File: config.mk
export PLATFORM = sky130hd
export DESIGN_NAME = memory_request_arbiter
export DESIGN_NICKNAME = d
export VERILOG_FILES = /design/src/rtl/memory_request_arbiter_pkg.sv /design/src/rtl/memory_request_arbiter_rr_arbiter.sv /design/src/rtl/memory_request_arbiter.sv
export SDC_FILE = /design/constraint.sdc
export NUM_CORES = 1
export LEC_CHECK = 0
export ABC_AREA = 0
export BUFFER_PORTS_ARGS = -buffer_cell sky130_fd_sc_hd__buf_2
export CAP_MARGIN = 20
export CORE_AREA = 2 2 291 293
export DETAILED_ROUTE_END_ITERATION = 7
export DIE_AREA = 0 0 293 295
export MAX_ROUTING_LAYER = met4
export PLACE_DENSITY = 0.36
export SLEW_MARGIN = 5
export SYNTH_ARGS = -nofsm -noshare
export SYNTH_HDL_FRONTEND = slang
export SYNTH_SLANG_ARGS = --single-unit
File: constraint.sdc
create_clock -name clk -period 5.7 [get_ports clk]
set_input_delay 0.855 -clock clk [delete_from_list [all_inputs] [get_ports clk]]
set_output_delay 0.855 -clock clk [all_outputs]
set_load 0.03 [all_outputs]
File: src/rtl/memory_request_arbiter_pkg.sv
// Shared vector-unit types: the memory request record, request encodings
// and sizing constants used by the load/store path and the memory arbiter.
package memory_request_arbiter_pkg;

  localparam int VECTOR_REG_DEPTH      = 64;
  localparam int REQUEST_COUNTER_WIDTH = $clog2(VECTOR_REG_DEPTH + 1);
  // Three bits so that out-of-range tags from memory stay visible.
  localparam int CORE_ID_WIDTH         = 3;
  localparam int ACCESS_ID_WIDTH       = 6;
  localparam int ADDR_WIDTH            = 32;
  localparam int DATA_WIDTH            = 32;

  typedef enum logic [0:0] {
    READ_REQ  = 1'b0,
    WRITE_REQ = 1'b1
  } cntrl_req_t;

  typedef struct packed {
    logic                       vld;
    cntrl_req_t                 cntrl;
    logic [CORE_ID_WIDTH-1:0]   core_id;
    logic [ACCESS_ID_WIDTH-1:0] access_id;
    logic [ADDR_WIDTH-1:0]      addr;
    logic [DATA_WIDTH-1:0]      data;
  } request_t;

  // True when a response tag names a core that actually exists.
  function automatic logic core_id_in_range(input logic [CORE_ID_WIDTH-1:0] id,
                                            input int num_cores);
    return (int'({1'b0, id}) < num_cores);
  endfunction

endpackage

File: src/rtl/memory_request_arbiter_rr_arbiter.sv
// Combinational rotating-priority arbiter: the scan starts at rr_ptr and
// the first active request found wins. The pointer register lives in the parent.
module rr_arbiter #(
  parameter int NUM_CORES = 4,
  parameter int IDX_WIDTH = (NUM_CORES > 1) ? $clog2(NUM_CORES) : 1
) (
  input  logic [NUM_CORES-1:0] req,
  input  logic [IDX_WIDTH-1:0] rr_ptr,
  output logic [NUM_CORES-1:0] grant,
  output logic [IDX_WIDTH-1:0] winner,
  output logic                 any_grant
);

  // Scan rr_ptr, rr_ptr+1, ... modulo NUM_CORES and latch the first requester.
  always_comb begin
    logic [IDX_WIDTH-1:0] idx_v;
    logic                 hit_v;
    grant     = '0;
    winner    = '0;
    any_grant = 1'b0;
    idx_v     = '0;
    hit_v     = 1'b0;
    for (int k = 0; k < NUM_CORES; k++) begin
      idx_v        = IDX_WIDTH'((int'(rr_ptr) + k) % NUM_CORES);
      hit_v        = ~any_grant & req[idx_v];
      grant[idx_v] = grant[idx_v] | hit_v;
      winner       = hit_v ? idx_v : winner;
      any_grant    = any_grant | hit_v;
    end
  end

endmodule

File: src/rtl/memory_request_arbiter.sv
// Round-robin arbiter between per-core vector load/store units and the shared
// memory port. Registers one request toward memory, routes tagged responses
// back to their cores and limits the requests each core has in flight.
module memory_request_arbiter
  import memory_request_arbiter_pkg::*;
#(
  parameter int NUM_CORES       = 4,
  parameter int MAX_OUTSTANDING = VECTOR_REG_DEPTH,
  parameter int OUTST_WIDTH     = $clog2(MAX_OUTSTANDING + 1)
) (
  input  logic                 clk,
  input  logic                 reset,
  input  request_t             core_req [NUM_CORES],
  output logic [NUM_CORES-1:0] core_grant,
  output request_t             core_rsp [NUM_CORES],
  output request_t             mem_req,
  input  logic                 mem_req_grant,
  input  request_t             mem_rsp,
  output logic                 rsp_err
);

  localparam int IDX_WIDTH = (NUM_CORES > 1) ? $clog2(NUM_CORES) : 1;
  localparam logic [IDX_WIDTH-1:0]   LAST_IDX    = IDX_WIDTH'(NUM_CORES - 1);
  localparam logic [OUTST_WIDTH-1:0] OUTST_LIMIT = OUTST_WIDTH'(MAX_OUTSTANDING);

  request_t               mem_req_r;
  request_t               core_rsp_r  [NUM_CORES];
  logic [OUTST_WIDTH-1:0] outst_r     [NUM_CORES];
  logic [OUTST_WIDTH-1:0] outst_nxt_s [NUM_CORES];
  logic [IDX_WIDTH-1:0]   rr_ptr_r;
  logic                   rsp_err_r;

  logic [NUM_CORES-1:0]   elig_s;
  logic [NUM_CORES-1:0]   arb_req_s;
  logic [NUM_CORES-1:0]   grant_s;
  logic [NUM_CORES-1:0]   rsp_hit_s;
  logic [IDX_WIDTH-1:0]   winner_s;
  logic [IDX_WIDTH-1:0]   next_ptr_s;
  logic                   any_s;
  logic                   slot_free_s;
  logic                   bad_tag_s;
  request_t               win_req_s;

  // The output slot can take a new request when empty or being drained now.
  assign slot_free_s = ~mem_req_r.vld | mem_req_grant;
  // Nothing is granted while in reset or while the slot is occupied.
  assign arb_req_s   = (slot_free_s & ~reset) ? elig_s : '0;
  assign bad_tag_s   = mem_rsp.vld & ~core_id_in_range(mem_rsp.core_id, NUM_CORES);
  assign next_ptr_s  = (winner_s == LAST_IDX) ? '0 : winner_s + IDX_WIDTH'(1);

  rr_arbiter #(
    .NUM_CORES (NUM_CORES),
    .IDX_WIDTH (IDX_WIDTH)
  ) u_rr_arbiter (
    .req       (arb_req_s),
    .rr_ptr    (rr_ptr_r),
    .grant     (grant_s),
    .winner    (winner_s),
    .any_grant (any_s)
  );

  // Winning request with its tag replaced by the true source core index.
  always_comb begin
    win_req_s         = core_req[winner_s];
    win_req_s.core_id = CORE_ID_WIDTH'(winner_s);
  end

  for (genvar c = 0; c < NUM_CORES; c++) begin : g_core
    assign elig_s[c]    = core_req[c].vld & (outst_r[c] < OUTST_LIMIT);
    assign rsp_hit_s[c] = mem_rsp.vld & (mem_rsp.core_id == CORE_ID_WIDTH'(c));
    assign core_rsp[c]  = core_rsp_r[c];

    // Outstanding count: +1 on grant, -1 on response (floor at 0), both cancel.
    always_comb begin
      case ({grant_s[c], rsp_hit_s[c]})
        2'b10: outst_nxt_s[c] = outst_r[c] + OUTST_WIDTH'(1);
        2'b01: begin
          if (outst_r[c] != '0) begin
            outst_nxt_s[c] = outst_r[c] - OUTST_WIDTH'(1);
          end else begin
            outst_nxt_s[c] = outst_r[c];
          end
        end
        default: outst_nxt_s[c] = outst_r[c];
      endcase
    end

    // Per-core counter and one-cycle response pulse registers.
    always_ff @(posedge clk) begin
      if (reset) begin
        outst_r[c]    <= '0;
        core_rsp_r[c] <= '0;
      end else begin
        outst_r[c]    <= outst_nxt_s[c];
        core_rsp_r[c] <= rsp_hit_s[c] ? mem_rsp : '0;
      end
    end
  end

  // Output slot and round-robin pointer: load winner, drain when idle, else hold.
  always_ff @(posedge clk) begin
    if (reset) begin
      mem_req_r <= '0;
      rr_ptr_r  <= '0;
    end else if (slot_free_s) begin
      if (any_s) begin
        mem_req_r <= win_req_s;
        rr_ptr_r  <= next_ptr_s;
      end else begin
        mem_req_r.vld <= 1'b0;
      end
    end
  end

  // Sticky flag for responses tagged with a core that does not exist.
  always_ff @(posedge clk) begin
    if (reset) begin
      rsp_err_r <= 1'b0;
    end else if (bad_tag_s) begin
      rsp_err_r <= 1'b1;
    end
  end

  assign core_grant = grant_s;
  assign mem_req    = mem_req_r;
  assign rsp_err    = rsp_err_r;

endmodule

After elaboration in Yosys (flattened, before gate mapping):

Memories as Yosys holds them, arrays and structs flattened.
Index checks and enable logic that the tools add are counted.
W data, S select, Z words.

* add/sub/neg operators: 12
* magnitude comparators: 14
* equal/unequal tests: 12
* muxes and demuxes: 60
* bitwise gates (word level): 37
* reductions and logical operators: 10

Operator list (number)
* $mux W75: 10
* $bmux W75 S2: 1
* $mux W7: 8
* $pmux W7 S2: 4
* $add A7 B1 Y7 const B: 4
* $lt A7 B7 Y1 const B: 4
* $reduce_bool A7 Y1: 4
* $sub A7 B1 Y7 const B: 4
* $bmux W1 S2: 8
* $mux W1: 16
* $or A1 B1 Y1: 16
* $and A1 B1 Y1: 13
* $bwmux W4: 3
* $lt A2 B3 Y1 const B: 4
* $eq A2 B2 Y1 const B: 5
* $mux W2: 5
* $demux W1 S2: 4
* $eq A2 B1 Y1 const B: 4
* $ge A2 B1 Y1 const B: 4
* $eq A3 B2 Y1 const B: 2
* $not A1 Y1: 6
* $add A2 B1 Y2 const B: 2
* $add A2 B2 Y2 const B: 2
* $and A4 B4 Y4: 1
* other kinds (8): 11

* register bits after elaboration: 77
* RAM bits: 328
* input port bits: 378
* output and inout port bits: 380
* word-level logic and storage cells: 155
* memories kept: 2

Memory list
* core_rsp_r: words 4, bits a word 75, rd ports 4, clocked after memory_dff 0, write ports 4, RTL line memory_request_arbiter.sv:27 `request_t core_rsp_r [NUM_CORES];`
* outst_r: words 4, bits a word 7, rd ports 4, clocked after memory_dff 0, write ports 4, RTL line memory_request_arbiter.sv:28 `logic [OUTST_WIDTH-1:0] outst_r [NUM_CORES];`

Longest topological paths before layout:

Gate-level depths: netlist (run 1).

* depth in word-level cells: 23
* gate-level depth with buffers: 24
* mapped depth without buffers: 21

Cells and area by module:

Synthesis (run 1) repeated with hierarchy kept, for this count alone.

* cells, all modules: 1385
* area, all modules: 14996.9 sq um

Modules (own cells, without submodules)
* memory_request_arbiter: times used 1, cells an instance 1299, area each 14320.0 sq um
* rr_arbiter: times used 1, cells an instance 86, area each 676.9 sq um

Worst setup path after synthesis (run 1):

Ideal clock, no wire load.

* kind: reg2reg
* start: reg with a tool-made name
* end: mem outst_r[3][6] (netlist bit)
* setup time: 0.121 ns
* arrival time: 4.912 ns
* data required time: 5.579 ns
* setup slack: 0.667 ns
* cell stages (with the launch flop): 23
* path buffers: 2
* period minus slack after synthesis: 5.033 ns
* path through: dfxtp_1 inv_1 clkbuf_1 ha_1 clkbuf_1 and3b_1 a2111o_1 a21oi_2 mux2i_2 and3_4 o311a_4 nor3_2 a21o_1 nor2_1 fa_1 a21o_1 a21oi_1 nor2b_1 o21a_1 nor2_1 nor2_1 mux2i_1 mux2_2

RTL lines (RTL line)
* end, declared: memory_request_arbiter.sv:28

==> metrics.cfg, run 1 <==
[outcome]
status = finished, final reports clean

[synthesis]
synth-edff-count = 0
synth_compound_area_share_pct = 8.15
synth_ff_type = dfxtp_1
synthArstFlopShare_pct = 0
synth_seq_area_share_pct = 51.8
synth_cell_types = 69
syn-cell-area_sq_mm = 0.0157
syn_avg_cell_area_sq_um = 10.4
synth-adder-area-share_pct = 2.43
synth_seq_cells = 405
synth.yosys.warnings = 0
synthCells = 1506
synth_top_family_by_area = simple AND/OR/NAND/NOR gates
synth-simple-area-share_pct = 20.7
synth-xor-area-share_pct = 0.895
muxShareOfSynthArea_pct = 12.4

[finish]
seq_area_sq_mm = 0.00811
final_common_cell = buf_2
multi_input_area_sq_mm = 0.00705
fillers = 8915
design_area_sq_mm = 0.0223
syn_to_final_growth_pct = 42.6
fin_nets = 2610
drive_gt1_share_pct = 42.5
final_cell_mix = 743 x buf_2, 405 x dfxtp_1, 286 x and3_1, 109 x nand2_1, 73 x nor2_1

[floorplan]
dieHeight_um = 295
io_pins = 758
dieArea_sq_mm = 0.0864
die_w_um = 293
core_area_sq_mm = 0.0832
fp-row-count = 106
start_util_pct = 18.8

[power]
p_leak_nw = 11.8
power_mw = 10.6
swShare_pct = 37.2
pwr-share-comb_pct = 37.0
ir_worst_vdd_uv = 256
clock_power_share_pct = 31.6
seqPwrFrac_pct = 31.4
internal_power_mw = 6.66
p_switching_mw = 3.95
p_per_area_mw_per_mm2 = 475

[hold_path]
hold_class = reg2reg

[route]
drc = 0
vias = 14100
via_per_inst = 4.24
drt-total-wl_um = 65500
drtIter0Drc = 640
drtAntennaViolNets = 0
post_drt_wl_per_cell_um = 19.7
drt-pass1-iter-count = 5

[cts]
cts_tree = done
h-tree-depth = 2
root_buffer = clkbuf_16
clk_path_buf_depth = 3
cts_sinks = 405
cts_made_buffers = 49
cts-resized-gates = 0
cts_setup_buffers = 0
clkSlewWorstSetupHoldPaths_ps = 60
clk_latency_ps = 600
cts_hold_buf = 0

[worst_setup_path]
worstSetupStartpointType = flip-flop
critPathKind = reg2reg
worstPathRequired_ps = 6190
crit_fanout = 15
arrival_ps = 5770
end_kind = flip-flop

[sta]
fin_skew_ps = 33.7
setup_slack_ps = 422
fmaxAchievable_mhz = 189
rsz0062_at_grt = no
min_period_ps = 5280
fin_crit_sh_pct = 92.6
setup-violations-final = 0
maxSlewViolCount = 0
hold_viol = 0
max_slew.worst_pin.slew_ps = 938
timing.hold.ws_ps = 445
fin_setup_tns_ps = 0
slew-limit-headroom_pct = 37.5

[flow_run]
max_cap_violations = 0

[placement]
hpwl_um = 49300
postPlaceCellArea_sq_mm = 0.0205
portBuffers = 744
gp_congestion = 0.938
dpl_worst_slack_ps = 388

[global_route]
grt_max_degree = 148
antenna_found_initial = 11
globalRouteOverflowTotal = 0
grt.total_usage_pct = 14.9
grt_pass1_wl_um = 94300
grt_pass1_vias = 14300

## synthesized netlist by cell type, drive strengths merged (4+ instances only)
cell type / number / share of area, %
a21o: 18 / 0.86
nor3b: 4 / 0.19
dfxtp: 405 / 52
nor3: 45 / 1.5
nand4: 4 / 0.16
xor2: 6 / 0.34
o311a: 4 / 0.33
inv: 12 / 0.29
mux4: 38 / 5.5
ha: 24 / 1.9
mux2: 44 / 3.3
a221oi: 38 / 2.3
o21a: 4 / 0.19
and2: 4 / 0.16
or2: 6 / 0.24
buf: 27 / 0.85
or4: 5 / 0.24
o41ai: 4 / 0.22
and3: 288 / 12
clkbuf: 102 / 2.4
nor2b: 17 / 0.68
nand2b: 9 / 0.36
a21oi: 69 / 2.2
nand2: 109 / 2.6
o2111ai: 4 / 0.22
o211ai: 7 / 0.34
fa: 4 / 0.51
xnor2: 10 / 0.56
mux2i: 57 / 3.7
nand3: 9 / 0.29
o21ai: 19 / 0.63
nor2: 76 / 1.8
a211oi: 7 / 0.34
## registers in the layout, indices dropped and copies added, names as in the netlist, named ones only
| register | count |
|---|---|
| rsp_err | 1 |
| mem_req | 74 |
| core_rsp_r | 300 |
| outst_r | 28 |
| rr_ptr_r | 1 |
## worst max-delay path, cell delays in order (launching register included)
cell and delay [ps]:
dfxtp_1 320, inv_1 60, ha_1 690, mux4_2 630
and3_1 210, o211ai_1 260, a21oi_1 150, a221oi_4 400
nor3_2 100, a22o_2 340, or2_2 310, inv_1 160
ha_1 290, nor2b_1 140, o21ai_0 140, nand2b_1 100
a21o_1 200, nand2_1 70, a21oi_1 60, mux2i_1 170
mux2_2 340
## power by group through the flow
stage	clock network, mW	logic, mW	registers (mW)
floorplan	0	2.25	3.91
global placement	0	4.00	3.38
detailed placement	0	3.99	3.38
CTS	3.48	4.00	3.33
global route	3.60	4.28	3.37
finish	3.35	3.93	3.33
## cells by family (layout without fill, tap and decap cells)
family,after synthesis,in the layout
AO/OA/AOI/OAI,184,184
XOR/XNOR,16,16
adder cells (fa/ha/maj),28,28
buffers and inverters,142,869
flip-flops,405,405
multiplexers,139,139
other,1,21
AND/OR/NAND/NOR,591,591
## worst paths after layout
kind	slack, ps	to	from	depth (start not counted)
setup / recovery	420	outst_r[0][6]	flip-flop	20
hold / removal	450	mem_req[26]	mem_req[26]	2
setup reg to reg	420	outst_r[0][6]	flip-flop	20
hold reg to reg	450	mem_req[26]	mem_req[26]	2
## area by class of cell
type / instances / share of cell area [%]
repair buffers: 768 / 17.8
inverters: 13 / 0.241
clock buffers: 65 / 6.12
well taps: 1080 / 6.05
diodes: 12 / 0.134
flip-flops and latches: 405 / 36.3
multi-input cells: 967 / 31.6
clock inverters: 23 / 1.75
## metal layers
layer  wire, um  GRT usage, %  vias up
met4       3050          6.89        0
met2      32100          25.1      610
met1      25400          16.2     6602
met5          0             -        -
met3       4950          4.36      128
li1           -             -     6780
## stage by stage
| stage | utilization [%] | instances |
|---|---|---|
| 2_1_floorplan | - | 1514 |
| 3_3_place_gp | 24.7 | 3232 |
| 3_5_place_dp | 24.7 | 3232 |
| 4_1_cts | 26.8 | 3320 |
| 5_1_grt | 26.8 | 3330 |
| 6_report | 26.8 | 3333 |
Note: power is estimated with default switching activity, not from simulation.
==> inputs of run 2 (changes only) <==
--- a/config.mk
+++ b/config.mk
@@ -11,6 +11,7 @@
 export CORE_AREA = 2 2 291 293
 export DETAILED_ROUTE_END_ITERATION = 7
 export DIE_AREA = 0 0 293 295
+export GPL_TIMING_DRIVEN = 0
 export MAX_ROUTING_LAYER = met4
 export PLACE_DENSITY = 0.36
 export SLEW_MARGIN = 5
==> metrics.cfg, run 2 (synthesis gave the netlist of run 1 again) <==
[finish]
final_cell_mix = 756 x buf_2, 404 x dfxtp_1, 287 x and3_1, 111 x clkbuf_1, 109 x nand2_1
top_register = core_rsp_r
fin_nets = 2713
largest_reg_flops = 300
drive_gt1_share_pct = 40.4
design_area_sq_mm = 0.0225
multi_input_area_sq_mm = 0.00705
syn_to_final_growth_pct = 43.9
final_common_cell = buf_2
layoutNonFillerInstCount = 3432
seq_area_sq_mm = 0.00811
fin_util_pct = 27.1
fillers = 8988

[cts]
h-tree-depth = 2
root_buffer = clkbuf_16
clk_latency_ps = 610
cts_made_buffers = 48
clk_path_buf_depth = 3
cts_sinks = 405
cts_tree = done
clkSlewWorstSetupHoldPaths_ps = 60
cts_setup_buffers = 0

[sta]
max_slew.worst_pin.slew_ps = 1040
setup-violations-final = 0
fmaxAchievable_mhz = 188
min_period_ps = 5310
setup_slack_ps = 388
timing.hold.ws_ps = 451
fin_crit_sh_pct = 93.2
rsz0062_at_grt = no
slew-limit-headroom_pct = 31.0
fin_setup_tns_ps = 0
maxSlewViolCount = 0
hold_viol = 0
fin_skew_ps = 20.8

[route]
drt-pass1-iter-count = 5
drc = 0
via_per_inst = 4.28
drtIter0Drc = 490
vias = 14700
post_drt_wl_per_cell_um = 22.3
drt-total-wl_um = 76500
drtAntennaViolNets = 0

[floorplan]
core_area_sq_mm = 0.0832
start_util_pct = 18.8
dieArea_sq_mm = 0.0864
die_w_um = 293
fp-row-count = 106
io_pins = 758
dieHeight_um = 295

[worst_setup_path]
timing.rr.end = outst_r[0][6]
crit_buf_inv = 4
r2r_cells = 23
crit_family = compound AO/OA/AOI/OAI gates
worstSetupStartpointType = flip-flop
end_kind = flip-flop
worstPathRequired_ps = 6200
rrSetupSlack_ps = 390
crit_chain = inv_1, clkbuf_2, ha_4, clkbuf_4, nand3b_1, o2111ai_1, a21oi_2, a211oi_2, o211ai_1, a221oi_4, nor3_2, a22o_2, or2_2, inv_1, ha_1, nor2b_1, o21ai_0, nand2b_1, a21o_1, nand2_1, a21oi_1, mux2i_1, mux2_2
path_common_cell = inv_1
crit_slowest_cell = a221oi_4
cp.depth = 23
crit_end = outst_r[0][6]
critPathKind = reg2reg
critPathMaxStageDelay_ps = 420
arrival_ps = 5810
crit_fanout = 11

[placement]
gp_congestion = 0.940
dpl_worst_slack_ps = -290
portBuffers = 743
postPlaceCellArea_sq_mm = 0.0208
hpwl_um = 61700
dp_cells = 3338

[hold_path]
min_from = mem_req[50]
hold_class = reg2reg

[global_route]
grt.total_usage_pct = 17.5
grt_max_degree = 16
globalRouteOverflowTotal = 0
grt_pass1_wl_um = 108000
grt_pass1_vias = 15400
antenna_found_initial = 10

[power]
p_per_area_mw_per_mm2 = 479
p_leak_nw = 11.8
power_mw = 10.8
ir_worst_vdd_uv = 238

[flow_run]
max_cap_violations = 0

[outcome]
status = finished, final reports clean

[run 2: cell types whose count changed in the layout (fill, tap and decap cells not counted), moves of 5 or more]
cell and delta:
buf_2 +13, buf_1 +9, buf_4 -16, clkbuf_1 +103, diode_2 -5
[run 2: layout make-up]
cell class | count | area share, %
Timing Repair Buffer | 744 | 16.6
Clock buffer | 69 | 6.12
Inverter | 13 | 0.216
Sequential cell | 405 | 36.0
Clock inverter | 19 | 1.47
Tap cell | 1080 | 6.00
Buffer | 128 | 2.29
Antenna cell | 7 | 0.0777
Multi-Input combinational cell | 967 | 31.3
[run 2: worst min path at each step]
stage                                to  slack [ps]  cells after the start
final                       mem_req[50]         450                      2
after global routing        mem_req[35]         460                      2
after CTS                   mem_req[20]         450                      2
after detailed placement    mem_req[20]         440                      2
after global placement      mem_req[26]         440                      2
after floorplan           outst_r[0][5]         450                      2
[run 2: worst min-delay path, stage by stage (launching register included)]
cell and delay (ps):
dfxtp_1 300, nand2_1 50, a21oi_1 50
[run 2: metal layers]
layer / global-route usage, % / share of wire, %
met4: 4.54 / 2.3
met1: 19.4 / 39
met2: 31.4 / 52
met3: 4.22 / 6.9
met5: - / 0
[run 2: timing repair]
item,in CTS,in global routing
endpoints found under the hold margin,0,0
endpoints found under the setup margin,5,9
hold buffers,0,0
pin swaps,0,1
gates resized for setup,3,9
[run 2: report_power, final]
part	leakage, nW	internal (mW)	total (mW)	switching, mW
Combinational	7.71	1.50	4.14	2.64
Sequential	3.29	3.15	3.36	0.208
Clock	0.824	1.97	3.30	1.33
==> inputs of run 3 (changes only) <==
--- a/config.mk
+++ b/config.mk
@@ -8,13 +8,14 @@
 export ABC_AREA = 0
 export BUFFER_PORTS_ARGS = -buffer_cell sky130_fd_sc_hd__buf_2
 export CAP_MARGIN = 20
-export CORE_AREA = 2 2 291 293
+export CORE_AREA = 2 2 293 295
 export DETAILED_ROUTE_END_ITERATION = 7
-export DIE_AREA = 0 0 293 295
+export DIE_AREA = 0 0 295 297
 export GPL_TIMING_DRIVEN = 0
 export MAX_ROUTING_LAYER = met4
-export PLACE_DENSITY = 0.36
+export PLACE_DENSITY = 0.35
 export SLEW_MARGIN = 5
 export SYNTH_ARGS = -nofsm -noshare
 export SYNTH_HDL_FRONTEND = slang
+export SYNTH_HIERARCHICAL = 1
 export SYNTH_SLANG_ARGS = --single-unit
==> metrics.cfg, run 3 <==
[synthesis]
synth_ff_type = dfxtp_1
syn-cell-area_sq_mm = 0.0150
synth_cell_types = 65
synth_area_leaders = dfxtp_1 54%, and2_1 12%, mux4_2 12%, nand2_1 4.0%, a21oi_1 2.9%
yosysTopAreaCell = dfxtp_1
synth_seq_cells = 405
netlist.area_leader.share_pct = 54.1
synthCells = 1385
synthMostInstantiatedCell = dfxtp_1
synth_common_cells = 405 x dfxtp_1, 292 x and2_1, 159 x nand2_1
syn_avg_cell_area_sq_um = 10.8
synth_seq_area_share_pct = 54.1
synth.yosys.warnings = 6
synthArstFlopShare_pct = 0
synth-edff-count = 0

[route]
drtAntennaViolNets = 0
drc = 0
post_drt_wl_per_cell_um = 19.7
drtIter0Drc = 488
drt-pass1-iter-count = 4
vias = 13300
drt-total-wl_um = 66500
via_per_inst = 3.94

[cts]
cts_sinks = 405
cts_hold_buf = 0
cts_setup_buffers = 0
root_buffer = clkbuf_16
h-tree-depth = 2
clk_path_buf_depth = 3
clkSlewWorstSetupHoldPaths_ps = 60
cts_tree = done
clk_latency_ps = 590
cts_made_buffers = 47

[global_route]
antenna_found_initial = 20
grt_pass1_wl_um = 93800
grt_max_degree = 14
globalRouteOverflowTotal = 0
grt.total_usage_pct = 15.0
grt_pass1_vias = 13700

[floorplan]
die_w_um = 295
start_util_pct = 17.8
dieHeight_um = 297
dieArea_sq_mm = 0.0876
core_area_sq_mm = 0.0845
fp-row-count = 107
io_pins = 758

[sta]
rsz0062_at_grt = no
fmaxAchievable_mhz = 184
hold_viol = 0
slew-limit-headroom_pct = 36.2
setup-violations-final = 0
max_slew.worst_pin.slew_ps = 957
fin_setup_tns_ps = 0
timing.hold.ws_ps = 452
maxSlewViolCount = 0
fin_skew_ps = 17.5
fin_crit_sh_pct = 95.5
min_period_ps = 5450

[outcome]
status = finished, final reports clean

[placement]
portBuffers = 743
dp_cells = 3284
postPlaceCellArea_sq_mm = 0.0203
gp_congestion = 0.918
hpwl_um = 54200

[hold_path]
min_from = mem_req[11]
hold_class = reg2reg
hold_depth = 2
hold_end = mem_req[11]

[worst_setup_path]
timing.rr.end = outst_r[2][6]
crit_fanout = 10
rrSetupSlack_ps = 390
end_kind = flip-flop
critPathKind = in2reg
r2r-start = rr_ptr_r[0]
path_common_cell = or4_1
worstPathRequired_ps = 6180
arrival_ps = 5920
worstSetupStartpointType = input port
r2r_cells = 17
critPathMaxStageDelay_ps = 540
crit_chain = clkbuf_1, clkbuf_2, nand2b_2, nor3b_2, mux4_2, mux2_4, a21boi_1, or4_1, a311o_2, a2bb2oi_4, clkbuf_2, nor2_1, xor2_1, ha_1, or4_1, or4_1, a22oi_1, mux2_2
crit_slowest_cell = mux4_2

[flow_run]
max_cap_violations = 0

[power]
p_per_area_mw_per_mm2 = 465
power_mw = 10.2
p_leak_nw = 10.2
ir_worst_vdd_uv = 214

[finish]
final_cell_mix = 753 x buf_2, 405 x dfxtp_1, 292 x and2_1, 159 x nand2_1
design_area_sq_mm = 0.0219
final_common_cell = buf_2
drive_gt1_share_pct = 42.8
largest_reg_flops = 300
fillers = 9141
top_register = core_rsp_r
layoutNonFillerInstCount = 3379
fin_nets = 2576
syn_to_final_growth_pct = 46.1

==> run 3: cell count changes in the layout (fill, tap and decap cells not counted), sizes merged, moves of 22 or more <==
| cell | change |
|---|---|
| a221oi | -35 |
| mux2 | -22 |
| and3 | -283 |
| nand2 | +50 |
| mux2i | -55 |
| and2 | +288 |
| nor2 | -31 |
| mux4 | +39 |
| nor3 | -26 |
==> run 3: cells by family after synthesis <==
family,after synthesis,share of synthesized area [%]
AO/OA/AOI/OAI,171,7.34
XOR/XNOR,4,0.234
adder cells (fa/ha/maj),9,0.751
buffers and inverters,102,2.68
flip-flops,405,54.1
multiplexers,101,13.4
other,1,0.0250
AND/OR/NAND/NOR,592,21.5
==> run 3: what timing repair did <==
| item | CTS | global route |
|---|---|---|
| gates resized for setup | 1 | 16 |
| hold endpoints to repair | 0 | 0 |
| setup endpoints to repair | 7 | 11 |
==> run 3: where the power goes <==
part / internal (mW) / switching (mW) / leakage (nW) / total (mW)
clock: 1.80 / 1.24 / 0.759 / 3.04
combinational: 1.51 / 2.43 / 6.12 / 3.94
sequential: 3.07 / 0.141 / 3.29 / 3.21
total: 6.38 / 3.82 / 10.2 / 10.2
==> run 3: how the worst max path moves through the flow <==
stage               start            end  cells after the start  slack (ps)
floorplan           reset  outst_r[2][6]                     18         -30
global placement    reset  outst_r[2][6]                     18        -640
detailed placement  reset  outst_r[2][6]                     18        -720
CTS                 reset  outst_r[3][6]                     18          10
global route        reset  outst_r[2][6]                     18          40
finish              reset  outst_r[2][6]                     18         250
==> run 3: metal layers <==
metal / global-route usage, % / part of all wire (%) / vias to the layer above
li1: - / - / 6370
met2: 27.5 / 52 / 603
met1: 14.4 / 35 / 6220
met4: 7.26 / 5.2 / 0
met5: - / 0 / -
met3: 3.95 / 7.5 / 125
==> run 3: worst max-delay path, delay by kind of cell <==
family          cells  cell delay, ps
mux                 3            1180
compound gates      4             930
buf+inv             3             850
fa+ha+maj           1             220
simple gates        6            1700
xor+xnor            1             160
==> run 3: cell type report <==
| cell class | count | area [sq um] | share of cell area [%] |
|---|---|---|---|
| antenna | 13 | 32.5 | 0.148 |
| buffer | 97 | 390 | 1.78 |
| clock buffer | 70 | 1370 | 6.26 |
| clock inverter | 12 | 179 | 0.817 |
| inverter | 5 | 18.8 | 0.0857 |
| multi-input combinational | 886 | 6600 | 30.1 |
| sequential | 405 | 8110 | 37.0 |
| tap | 1144 | 1430 | 6.53 |
| timing repair buffer | 747 | 3780 | 17.2 |
==> run 3: metrics by stage <==
stage | setup slack (ps) | util [%]
6_report | 254 | 25.9
5_1_grt | 37.7 | 25.9
3_3_place_gp | -638 | 23.9
3_5_place_dp | -724 | 24.0
2_1_floorplan | -29.1 | -
4_1_cts | 13.6 | 25.9
